### src/rtl/kbd_scan_4x4.sv
// kbd_scan_4x4: 4x4 matrix keypad scanner with press/release debounce.
// Drives one active-low row at a time, samples the synchronized columns on
// the last phase of each row slot, debounces a single key and reports its
// code (row_index*4 + col_index) with a one-cycle valid pulse.
//
// Key event timing (4 cycles per row slot, 16 cycles per full sweep):
//   - key_valid is a single-cycle pulse. In that same cycle key_code takes
//     the new value and key_down rises.
//   - key_valid fires DEBOUNCE_CNT cycles after the candidate is captured.
//   - key_down falls DEBOUNCE_CNT cycles after the first high sample of an
//     unbroken high run.
module kbd_scan_4x4 #(
    parameter int DEBOUNCE_CNT = 100
) (
    input  logic       clk,
    input  logic       rst,
    output logic [3:0] row,
    input  logic [3:0] col,
    output logic [3:0] key_code,
    output logic       key_valid,
    output logic       key_down
);

    localparam logic [7:0] CNT_LAST = 8'(DEBOUNCE_CNT - 1);

    typedef enum logic [1:0] {
        SCAN     = 2'd0,
        DEBOUNCE = 2'd1,
        HELD     = 2'd2
    } state_t;

    state_t     state;
    logic [3:0] sync1;
    logic [3:0] cs;
    logic [1:0] ph;
    logic [1:0] ri;
    logic [1:0] cidx;
    logic [7:0] cnt;
    logic [1:0] low_col;
    logic       cand_low;

    // Column sense is asynchronous: two-flop synchronizer, idle value all-high.
    always_ff @(posedge clk or negedge rst) begin
        if (!rst) begin
            sync1 <= 4'b1111;
            cs    <= 4'b1111;
        end else begin
            sync1 <= col;
            cs    <= sync1;
        end
    end

    // Pick the lowest-index low column; only meaningful when cs != 4'b1111.
    always_comb begin
        low_col = 2'd0;
        for (int i = 3; i >= 0; i--) begin
            if (!cs[i]) begin
                low_col = 2'(i);
            end
        end
    end

    // Synchronized level of the column belonging to the key being tracked.
    assign cand_low = ~cs[cidx];

    // Row drive follows the registered row index; exactly one bit low.
    assign row = ~(4'b0001 << ri);

    // Scan / debounce / held state machine with registered outputs.
    always_ff @(posedge clk or negedge rst) begin
        if (!rst) begin
            state     <= SCAN;
            ph        <= 2'd0;
            ri        <= 2'd0;
            cidx      <= 2'd0;
            cnt       <= 8'd0;
            key_code  <= 4'd0;
            key_valid <= 1'b0;
            key_down  <= 1'b0;
        end else begin
            key_valid <= 1'b0;
            case (state)
                SCAN: begin
                    if (ph != 2'd3) begin
                        ph <= ph + 2'd1;
                    end else if (cs == 4'b1111) begin
                        ri <= ri + 2'd1;
                        ph <= 2'd0;
                    end else begin
                        cidx  <= low_col;
                        cnt   <= 8'd0;
                        ph    <= 2'd0;
                        state <= DEBOUNCE;
                    end
                end
                DEBOUNCE: begin
                    if (cand_low) begin
                        if (cnt == CNT_LAST) begin
                            key_code  <= {ri, cidx};
                            key_valid <= 1'b1;
                            key_down  <= 1'b1;
                            cnt       <= 8'd0;
                            state     <= HELD;
                        end else if (cnt != 8'hFF) begin
                            cnt <= cnt + 8'd1;
                        end
                    end else begin
                        // Bounce: abandon candidate, rescan the same row from phase 0.
                        ph    <= 2'd0;
                        state <= SCAN;
                    end
                end
                HELD: begin
                    if (!cand_low) begin
                        if (cnt == CNT_LAST) begin
                            key_down <= 1'b0;
                            cnt      <= 8'd0;
                            ri       <= ri + 2'd1;
                            ph       <= 2'd0;
                            state    <= SCAN;
                        end else if (cnt != 8'hFF) begin
                            cnt <= cnt + 8'd1;
                        end
                    end else begin
                        // Any low sample restarts the release count.
                        cnt <= 8'd0;
                    end
                end
                default: begin
                    state <= SCAN;
                    ph    <= 2'd0;
                    cnt   <= 8'd0;
                end
            endcase
        end
    end

endmodule

### config.mk
export PLATFORM = sky130hd
export DESIGN_NAME = kbd_scan_4x4
export DESIGN_NICKNAME = d
export VERILOG_FILES = /design/src/rtl/kbd_scan_4x4.sv
export SDC_FILE = /design/constraint.sdc
export NUM_CORES = 1
export LEC_CHECK = 0
export BUFFER_PORTS_ARGS = -buffer_cell sky130_fd_sc_hd__buf_2
export CAP_MARGIN = 20
export CORE_UTILIZATION = 51
export DETAILED_ROUTE_END_ITERATION = 12
export GPL_ROUTABILITY_DRIVEN = 0
export PLACE_DENSITY = 0.75
export SETUP_SLACK_MARGIN = 0.15
export SLEW_MARGIN = 20
export SYNTH_ARGS = -nofsm -noshare
export SYNTH_HDL_FRONTEND = slang
export SYNTH_SLANG_ARGS = --single-unit
### constraint.sdc
create_clock -name clk -period 1.8 [get_ports clk]
set_input_delay 0.27 -clock clk [delete_from_list [all_inputs] [get_ports clk]]
set_output_delay 0.27 -clock clk [all_outputs]
set_load 0.005 [all_outputs]
# [Word level (Yosys, flattened, before mapping)]
# Index checks and enable logic that the tools add are counted.
[totals] register_bits=30 in_bits=6 elab_cells=80
[classes] n_addsub=3 magnitude_cmp=1 eq_ne=15 n_shift=1 mux=36 bitwise_logic=4 reduce_logical=10
[op_table] cell="8-bit two-way mux" n=6
[op_table] cell="2-bit two-way mux" n=16
[op_table] cell="8-bit one-hot mux with 3 select lines" n=1
[op_table] cell="2-bit != test (second input constant)" n=9
[op_table] cell="5-bit AND reduction" n=3
[op_table] cell="2-bit one-hot mux with 3 select lines" n=2
[op_table] cell="3-bit AND reduction" n=4
[op_table] cell="8-bit by 1-bit adder with 8-bit output (second input constant)" n=1
[op_table] cell="8-bit by 7-bit equality test with 1-bit output (second input constant)" n=1
[op_table] cell="1-bit two-way mux" n=8
[op_table] cell="8-bit != test (second input constant)" n=1
[op_table] cell="2-bit by 1-bit adder with 2-bit output (second input constant)" n=2
[op_table] cell="4-bit equality test (second input constant)" n=1
[op_table] cell="4-bit NOT" n=1
[op_table] cell="2-bit one-hot mux with 2 select lines" n=1
[op_table] cell="2-bit nonzero test" n=2
[op_table] cell="1-bit by 2-bit << shifter with 4-bit output (first input constant)" n=1
[op_table] cell="2-bit by 3-bit less-than comparator with 1-bit output (second input constant)" n=1
[op_table] cell="3-bit != test (second input constant)" n=1
[op_table] cell="1-bit NOT" n=3
[op_table] cell="1-bit binary-select mux with 2-bit select" n=1
[op_table] cell="2-bit by 1-bit equality test with 1-bit output (second input constant)" n=1
[op_table] cell="2-bit equality test (second input constant)" n=1
[op_table] cell="2-bit logical NOT" n=1
[op_table] cell="1-bit one-hot mux with 2 select lines" n=1

# [Logic depth before layout (Yosys ltp)]
[logic_depth] depth_word=5 depth_mapped=7 mapped_depth_nobuf=6

# [Worst setup path after synthesis]
# Ideal clock, no wire load.
[synth_timing] path_type="flip-flop to flip-flop" start="reg cidx[0]" end="reg ph[0]" setup_time_ns=0.125 arrival_time_ns=1.691 path_slack_ns=-0.016 path_stages_with_launch=5 path_buffers=0 synth_period_minus_slack_ns=1.816 path_cell_list="dfrtp_1 mux4_2 a31o_4 and2_4 mux2_4"
[synth_between] elab_chain_cells=4 elab_cells_between_ends=5
[synth_rtl] item="start: declaration" line="37" rtl="logic [1:0] cidx;"
[synth_rtl] item="start signal: assignment" line="90" rtl="cidx <= low_col;"
[synth_rtl] item="1-bit binary-select mux with 2-bit select (*)" line="64" rtl="assign cand_low = ~cs[cidx];"
[synth_rtl] item="1-bit two-way mux (implied by the code) (*)" line="64"
[synth_rtl] item="2-bit != test (no source line)"
[synth_rtl] item="3-bit AND reduction (no source line) (*)"
[synth_rtl] item="end signal: assignment" line="85" rtl="ph <= ph + 2'd1;"
[synth_rtl] item="end: declaration" line="35" rtl="logic [1:0] ph;"
# Mark *: on every way between the ends. The rest lies on a longest branch, timed or not. The select of a mux whose other input is x is not followed.
# A chain may end at the register's enable or synchronous reset.

# [Worst setup path after layout]
# Same ends and word-level chain as after synthesis.

==> results.sh <==
export IMPL_status="completed"
export IMPL_p_leak_uw=0.00102
export IMPL_syn_area_mm2=0.00165
export IMPL_drtPass1Iterations=4
export IMPL_die_w_um=58.8
export IMPL_worstSetupPathType="flop to flop"
export IMPL_hold_viol=0
export IMPL_critPathArrivalTime_ns=2.01
export IMPL_setup_viol=0
export IMPL_cts_root_buf="clkbuf_4"
export IMPL_wire_per_inst_um=17.0
export IMPL_fin_tns_setup_ns=0
export IMPL_drtIter0Drc=60
export IMPL_ys_seq_elements=30
export IMPL_num_vias=1452
export IMPL_path_clk_slew_ns=0.09
export IMPL_ys_seq_area_share_pct=46.2
export IMPL_htree_levels=2
export IMPL_final_nets=214
export IMPL_utilization_pct=74.8
export IMPL_ys_flop_type="dfrtp_1"
export IMPL_maxCapViolations=0
export IMPL_cp_start_kind="flop"
export IMPL_async_flop_share_pct=100
export IMPL_pre_cts_slack_ns=0.000131
export IMPL_r2r_end="ph[0]"
export IMPL_reg2reg_slack_ns=0.02
export IMPL_grt_pass1_vias=1317
export IMPL_final_common_cell="buf_4"
export IMPL_initial_core_util_pct=53.9
export IMPL_synth_edf_count=0
export IMPL_clock_path_buffers=2
export IMPL_grt_pass1_wl_mm=5.96
export IMPL_final_max_slew_viol_count=0
export IMPL_yosysUniqueCellTypes=52
export IMPL_period_minus_slack_ns=1.78
export IMPL_synth_cells=148
export IMPL_die_h_um=58.8
export IMPL_grt_max_degree=31
export IMPL_finClkSkew_ns=0.00726
export IMPL_finalCritPeriodShare_pct=99.1
export IMPL_drcViolationCount=0
export IMPL_design_area_mm2=0.00228
export IMPL_max_slew_worst_pin_slew_ns=0.654
export IMPL_yosysTopAreaCell="dfrtp_1"
export IMPL_synthDominantCellAreaShare_pct=33.4
export IMPL_rsz0062_at_grt="yes"
export IMPL_placed_cell_area_mm2=0.00189
export IMPL_via_per_inst=5.95
export IMPL_ir_drop_mv=0.704
export IMPL_port_buffer_count=15
export IMPL_power_density_mw_per_mm2=1240
export IMPL_ant_nets=0
export IMPL_drt_total_wl_mm=4.16
export IMPL_syn_avg_cell_area_um2=11.1
export IMPL_area_growth_pct=38.8
export IMPL_track_usage_pct=23.3
export IMPL_end_kind="flop"
export IMPL_io_pins=16
export IMPL_worstHoldPathType="primary input to flop"
export IMPL_fin_ws_ns=0.0169
export IMPL_cp_endpoint="ph[0]"
export IMPL_cts_tree="yes"
export IMPL_synth_nets=163
export IMPL_grt_overflow=0
export IMPL_whs_ns=0.0237
export IMPL_final_cell_mix="buf_4 (26), dfrtp_1 (21), buf_2 (16)"
export IMPL_fmax_mhz=561
export IMPL_die_area_mm2=0.00346
export IMPL_crit_required_ns=2.03
export IMPL_yosys_warnings=0
export IMPL_num_rows=20
export IMPL_worstPathMaxFanout=4
export IMPL_antenna_cells=0
export IMPL_r2r_start="cidx[0]"
export IMPL_antenna_found_initial=0
export IMPL_clk_latency_ns=0.34
export IMPL_drive_gt1_share_pct=49.5
export IMPL_dp_hpwl_mm=2.48
export IMPL_cts_sinks=30
export IMPL_cts_made_buffers=5
export IMPL_maxSlewHeadroom_pct=56.4
export IMPL_worstSetupStartpoint="cidx[0]"
export IMPL_reg2reg_depth=4
export IMPL_synth_area_top_cells="dfrtp_1 (33%), dfstp_2 (13%), ha_1 (6.8%), inv_1 (3.4%), mux2_2 (3.4%)"
export IMPL_core_mm2=0.00305
[area by class of cell]
cell class | instances | area, um2
clock buffers | 6 | 51.3
clock inverters | 2 | 60.1
fillers | 205 | 768
inverters | 15 | 56.3
multi-input cells | 98 | 941
flip-flops and latches | 30 | 762
well taps | 44 | 55.1
repair buffers | 49 | 359
[metal layers]
| layer | vias to the layer above | track usage (%) | routed length [um] |
|---|---|---|---|
| met2 | 64 | 38.8 | 2020 |
| met1 | 707 | 28.2 | 1690 |
| met4 | 0 | 10.2 | 167 |
| met3 | 18 | 6.59 | 274 |
| li1 | 663 | - | - |
| met5 | - | 0 | 0 |
[report_power, final]
part	total (uW)	internal (uW)	switching, uW
combinational	1230	612	622
clock	714	470	244
sequential	892	779	112
[worst max-delay path, stage by stage (launching register included)]
cell	delay (ns)
dfrtp_1	0.38
mux4_2	0.59
a31o_4	0.28
and2_4	0.14
mux2_4	0.29
[synthesized netlist by cell type (2+ instances only)]
master	instances
o2111ai_1	2
mux2i_1	4
o22ai_1	3
and3_1	3
mux2_2	5
nor2_1	4
or4_1	3
clkbuf_1	3
a221oi_2	2
nand2_1	8
nand3_1	3
a21oi_1	3
o31ai_1	4
a22oi_1	4
ha_1	9
o21ai_0	4
dfrtp_1	22
nand2b_1	2
nand4_1	2
nor2b_1	2
inv_1	15
a31oi_1	2
dfstp_2	8
nor4_1	3
[per-stage QoR]
step / power (uW) / std cells
finish: 2840 / 244
CTS: 2600 / 236
global route: 2990 / 244
detailed placement: 1770 / 216
floorplan: 1470 / 148
global placement: 1720 / 216
[worst min-delay path by stage]
stage                       from        to  depth (start not counted)
after floorplan              rst   cidx[0]                          0
after global placement       rst     ri[0]                          1
after detailed placement     rst     ri[0]                          1
after CTS                 col[1]  sync1[1]                          1
after global routing      col[0]  sync1[0]                          1
final                     col[2]  sync1[2]                          1
[cell families (layout without fill, tap and decap cells)]
logic type               count (synthesis)  in the layout  synth area share (%)
AO/OA/AOI/OAI                           37             37                  18.1
adder cells (fa/ha/maj)                 10             10                  7.52
flip-flops                              30             30                  46.2
XOR/XNOR                                 1              1                 0.532
AND/OR/NAND/NOR                         39             39                  14.8
multiplexers                            11             11                  8.13
buffers and inverters                   20             72                  4.71
[registers in the layout, summed over array words and instances, names as in the netlist]
name and flops:
cs 4, ph 2, state 2, key_valid 1, key_code 4, cnt 8, key_down 1, sync1 4
ri 2, cidx 2
[repair_timing]
| action | CTS | global route |
|---|---|---|
| setup buffers | 11 | 5 |
| gates cloned | 0 | 1 |
| endpoints found under the hold margin | 22 | 2 |
| setup endpoints to repair | 15 | 18 |
| resized for setup | 7 | 25 |
| hold buffers | 1 | 2 |
| pin swaps | 7 | 11 |
(Power assumes the default switching activity.)
